`src/rtl/serial_sub_ctrl.sv`:
```
// -----------------------------------------------------------------------------
// serial_sub_ctrl
// Bit-serial subtractor sequencer. Computes a - b one bit per clock, LSB first,
// using an external one-bit subtractor cell. The operands are captured when a
// start is accepted. Each bit's difference and borrow are collected from the
// cell until the MSB is done. The difference and final borrow are then held
// until the next accepted start.
//
// Ports
//   clk        in   clock; every state update happens on its rising edge
//   rst_n      in   asynchronous reset, active low
//   start      in   begin one subtraction; only seen in IDLE
//   abort      in   cancel a subtraction; only seen in RUN
//   a, b       in   minuend / subtrahend [WIDTH-1:0]
//   cell_a     out  minuend bit to the cell
//   cell_b     out  subtrahend bit to the cell
//   cell_bin   out  borrow-in to the cell
//   cell_d     in   difference bit from the cell
//   cell_bout  in   borrow-out from the cell
//   busy       out  high while bits are being sequenced
//   done       out  one-cycle pulse; d/bout are valid
//   d          out  registered difference [WIDTH-1:0]
//   bout       out  registered final borrow (1 means a < b, unsigned)
//
// state  | meaning
// IDLE   | waiting for start; results held
// RUN    | one operand bit per cycle through the cell
// DONE   | done pulse for one cycle, then back to IDLE
// -----------------------------------------------------------------------------
module serial_sub_ctrl #(
   parameter int WIDTH = 8
) (
   input  logic             clk,
   input  logic             rst_n,
   input  logic             start,
   input  logic             abort,
   input  logic [WIDTH-1:0] a,
   input  logic [WIDTH-1:0] b,
   output logic             cell_a,
   output logic             cell_b,
   output logic             cell_bin,
   input  logic             cell_d,
   input  logic             cell_bout,
   output logic             busy,
   output logic             done,
   output logic [WIDTH-1:0] d,
   output logic             bout
);

   localparam int CW = (WIDTH > 1) ? $clog2(WIDTH) : 1;
   localparam logic [CW-1:0] LAST = CW'(WIDTH - 1);

   typedef enum logic [1:0] {
      S_IDLE = 2'd0,
      S_RUN  = 2'd1,
      S_DONE = 2'd2
   } state_t;

   state_t           r_state;
   logic [CW-1:0]    r_cnt;
   logic             r_borrow;
   logic [WIDTH-1:0] r_a;
   logic [WIDTH-1:0] r_b;
   logic [WIDTH-1:0] r_d;
   logic             r_bout;
   logic             r_busy;
   logic             r_done;

   logic             w_run;

   assign w_run    = (r_state == S_RUN);

   // Outside RUN the cell inputs are parked at 0.
   assign cell_a   = w_run ? r_a[r_cnt] : 1'b0;
   assign cell_b   = w_run ? r_b[r_cnt] : 1'b0;
   assign cell_bin = w_run ? r_borrow   : 1'b0;

   assign busy     = r_busy;
   assign done     = r_done;
   assign d        = r_d;
   assign bout     = r_bout;

   always_ff @(posedge clk or negedge rst_n) begin
      if (!rst_n) begin
         r_state  <= S_IDLE;
         r_cnt    <= '0;
         r_borrow <= 1'b0;
         r_a      <= '0;
         r_b      <= '0;
         r_d      <= '0;
         r_bout   <= 1'b0;
         r_busy   <= 1'b0;
         r_done   <= 1'b0;
      end else begin
         case (r_state)
            S_IDLE: begin
               r_done <= 1'b0;
               // abort has no meaning here, so start wins when both are high.
               if (start) begin
                  r_a      <= a;
                  r_b      <= b;
                  r_borrow <= 1'b0;
                  r_cnt    <= '0;
                  r_d      <= '0;
                  r_busy   <= 1'b1;
                  r_state  <= S_RUN;
               end
            end

            S_RUN: begin
               if (abort) begin
                  r_d      <= '0;
                  r_bout   <= 1'b0;
                  r_cnt    <= '0;
                  r_borrow <= 1'b0;
                  r_busy   <= 1'b0;
                  r_state  <= S_IDLE;
               end else begin
                  r_d[r_cnt] <= cell_d;
                  r_borrow   <= cell_bout;
                  if (r_cnt == LAST) begin
                     // The counter stops at the MSB so it never runs past WIDTH-1.
                     r_bout  <= cell_bout;
                     r_busy  <= 1'b0;
                     r_done  <= 1'b1;
                     r_state <= S_DONE;
                  end else begin
                     r_cnt <= r_cnt + 1'b1;
                  end
               end
            end

            S_DONE: begin
               r_done  <= 1'b0;
               r_state <= S_IDLE;
            end

            default: begin
               r_busy  <= 1'b0;
               r_done  <= 1'b0;
               r_state <= S_IDLE;
            end
         endcase
      end
   end

endmodule

```
`config.mk`:
```
export PLATFORM = sky130hd
export DESIGN_NAME = serial_sub_ctrl
export DESIGN_NICKNAME = d
export VERILOG_FILES = /design/src/rtl/serial_sub_ctrl.sv
export SDC_FILE = /design/constraint.sdc
export NUM_CORES = 1
export LEC_CHECK = 0
export CAP_MARGIN = 10
export CORE_MARGIN = 10
export CORE_UTILIZATION = 49
export DETAILED_ROUTE_END_ITERATION = 10
export PLACE_DENSITY = 0.88
export SYNTH_ARGS = -nofsm -noshare
export SYNTH_HDL_FRONTEND = slang
export SYNTH_SLANG_ARGS = --single-unit
```
`constraint.sdc`:
```
create_clock -name clk -period 1.8 [get_ports clk]
set_input_delay 0.36 -clock clk [delete_from_list [all_inputs] [get_ports clk]]
set_output_delay 0.36 -clock clk [all_outputs]
set_load 0.005 [all_outputs]
```
==> impl_results.md <==
- Total global routing overflow: 0
- Most frequent cells in the layout: dfrtp_1 (32), clkdlybuf4s50_1 (32), buf_4 (21)
- Placer Congestion: roughly 0.83
- Crit path arrival time: approximately 1.7 ns
- CP peak stage delay: ~0.45 ns
- FFs w/ async S/R, synth: 1.00
- Worst-Skew Late Latency: ~0.34 ns
- Worst r2r src: r_cnt[1]
- Layout cell share with drive strength beyond 1: 0.291
- Post-DP HPWL: around 3000 um
- Rel. slew slack: 0.727
- Ys flop type: dfrtp_1
- Via density: between 5 and 6
- Post-Route Skew: around 0.014 ns
- CTS Buffer Depth: 2
- Initial Util: 0.518
- Leakage: about 0.96 nW
- Vias: ~1.3k
- Number of global-route vias before repair: 1445
- R2R setup slack: 0.06 ns
- Hold WS: between 0.4 and 0.5 ns
- Drc violations: 0
- Period utilization: 1.12
- Routed len/inst: 16.2 um
- Number of distinct library cells after synthesis: 31
- Fmax: between 400 and 500 MHz
- Hold Path Class: primary input to asynchronous set/reset pin
- Violated checks: negative setup slack
- CP Capture Type: primary output
- DR pass1 iterations: 4
- Synth warnings: 0
- Die width: 77.1 um
- Largest cells by area after synthesis: dfrtp_1 (52%), mux2_2 (12%), o21ai_0 (5.0%)
- Peak supply drop: around 570 uV
- # fillers: between 200 and 250
- Final hold violation count: 0
- First-pass GRT wire length: about 6700 um
- Post-synthesis sequential area ratio: 0.518
- Area taken by multi-input logic gates: 726 um^2
- Final setup violation count: 2
- Reg area: 827 um^2
- Largest net degree at the start of global routing: 34
- Post-synthesis cell area: roughly 1600 um^2
- Cell Chain, Critical Path: mux2_4, a22o_1, a22oi_2, a21oi_2, buf_2
- Clk root buf: clkbuf_4
- Reg-to-reg endpoint: r_cnt[0]
- WL final: 3940 um
- Worst-path clk slew: around 0.10 ns
- Max Slew Vio Count: 0
- PwrDens: 867 nW/um^2
- Critical path's slowest cell: dfrtp_1
- Antenna Cells: 0
- CTS tree: built
- Critical path type: register to primary output
- Worst Setup Slack post-DPL: -0.219 ns
- Crit path time final: approximately 2.0 ns
- Io pins: 36
- Starting DRT DRC Count: 64
- Post-synth EDFFs: 0
- Worst Reg-to-Reg Cells: 6
- # rows: 20
- TritonCTS Sinks: 33
- Htree depth: 2
- Total GRT Usage: 0.138
- CTS Buf Count: 5
- Syn_nets: 168
- Status: finished with violations
- Core area: between 3000 and 4000 um^2
- Final Instance Area: roughly 2200 um^2
- Post-route antenna net violation count: 0
- Post-DP Area: roughly 2100 um^2
- Syn_area_per_cell: approximately 11 um^2
- Die area: just under 6000 um^2
- Post-Synthesis Cells: ~140
- Setup tns final: -0.396 ns
- Initial antenna violation count: 0
- Pwr Total: around 1.9 mW
- Slack of the critical path: -0.212 ns
- Crit-path max FO: 3
- Yosys top cell area share: 0.518
- Yosys reg bits: 33
- Area Growth Syn to Fin: 37.6%
- Max-cap check violation count: 0
- # nets final: about 220
- Die height: 77.1 um
- CP required: about 1.4 ns
- Port Buffers: 35
- Slew @ Worst Pin: 0.409 ns
- RSZ-0062 raised after global routing: true
- Largest area contributor in the netlist: dfrtp_1
- CP startpoint kind: register
[synthesized netlist by cell type, types with 4 or more instances]
| master | instances |
|---|---|
| mux2_2 | 17 |
| inv_1 | 4 |
| a22o_1 | 5 |
| buf_2 | 6 |
| o21ai_0 | 16 |
| nor2_1 | 10 |
| nand2b_1 | 4 |
| mux2i_1 | 5 |
| a21oi_1 | 6 |
| nand2_1 | 10 |
| dfrtp_1 | 33 |
[power breakdown]
part	switching, mW	leakage (nW)	total [mW]	internal, mW
Clock	0.244	0.0314	0.428	0.184
Combinational	0.227	0.512	0.539	0.312
Sequential	0.0806	0.416	0.936	0.856
[timing repair]
| action | in CTS | in global routing |
|---|---|---|
| hold buffers | 0 | 0 |
| pin swaps | 3 | 1 |
| gates resized for setup | 14 | 3 |
| setup endpoints to repair | 3 | 3 |
| buffers inserted | 1 | 0 |
| hold endpoints to repair | 0 | 0 |
[worst max-delay path, delay by kind of cell, from the launching register on]
| kind | cells | cell delay, ns |
|---|---|---|
| AO/OA/AOI/OAI | 3 | 0.41 |
| flip-flops | 1 | 0.45 |
| buffers and inverters | 1 | 0.13 |
| multiplexers | 1 | 0.32 |
[routing by layer]
metal	up-vias	wire length, um	GRT usage
met5	-	0	0
li1	622	-	-
met1	607	1540	0.138
met4	0	119	0.0657
met2	60	2010	0.244
met3	14	268	0.0536
[final cells by class]
cell class | count | area share
Timing Repair Buffer | 57 | 0.235
Clock buffer | 7 | 0.0251
Tap cell | 44 | 0.0251
Sequential cell | 33 | 0.377
Multi-Input combinational cell | 98 | 0.331
Inverter | 4 | 0.00684
[metrics by stage]
step | instances | util
final | 243 | 0.713
after global routing | 243 | 0.713
after CTS | 243 | 0.710
after detailed placement | 236 | 0.691
after global placement | 236 | 0.691
after floorplan | 144 | -
[kinds of logic (layout without fill, tap and decap cells)]
group / count (synthesis) / count (layout) / synth area share
adders and majority gates: 2 / 2 / 0.0157
buffers and inverters: 13 / 68 / 0.0447
and+or+nand+nor: 36 / 36 / 0.122
DFF: 33 / 33 / 0.518
AOI/OAI and AO/OA: 37 / 37 / 0.141
muxes: 23 / 23 / 0.158
[sequential cells by signal, indices dropped and copies added (netlist names), 2 cells and up]
name / count
d: 8
r_a: 8
r_b: 8
r_cnt: 3
r_state: 2
[worst max-delay path by stage]
stage,from,end,slack [ns],cells after the start
global placement,r_cnt[2],cell_a,-0.17,6
global route,r_cnt[2],cell_b,-0.31,5
detailed placement,r_cnt[2],cell_a,-0.22,6
floorplan,r_cnt[2],cell_a,0.30,5
finish,r_cnt[2],cell_b,-0.21,5
CTS,r_cnt[2],cell_b,-0.22,5
Power figures use the tool's default switching activity.
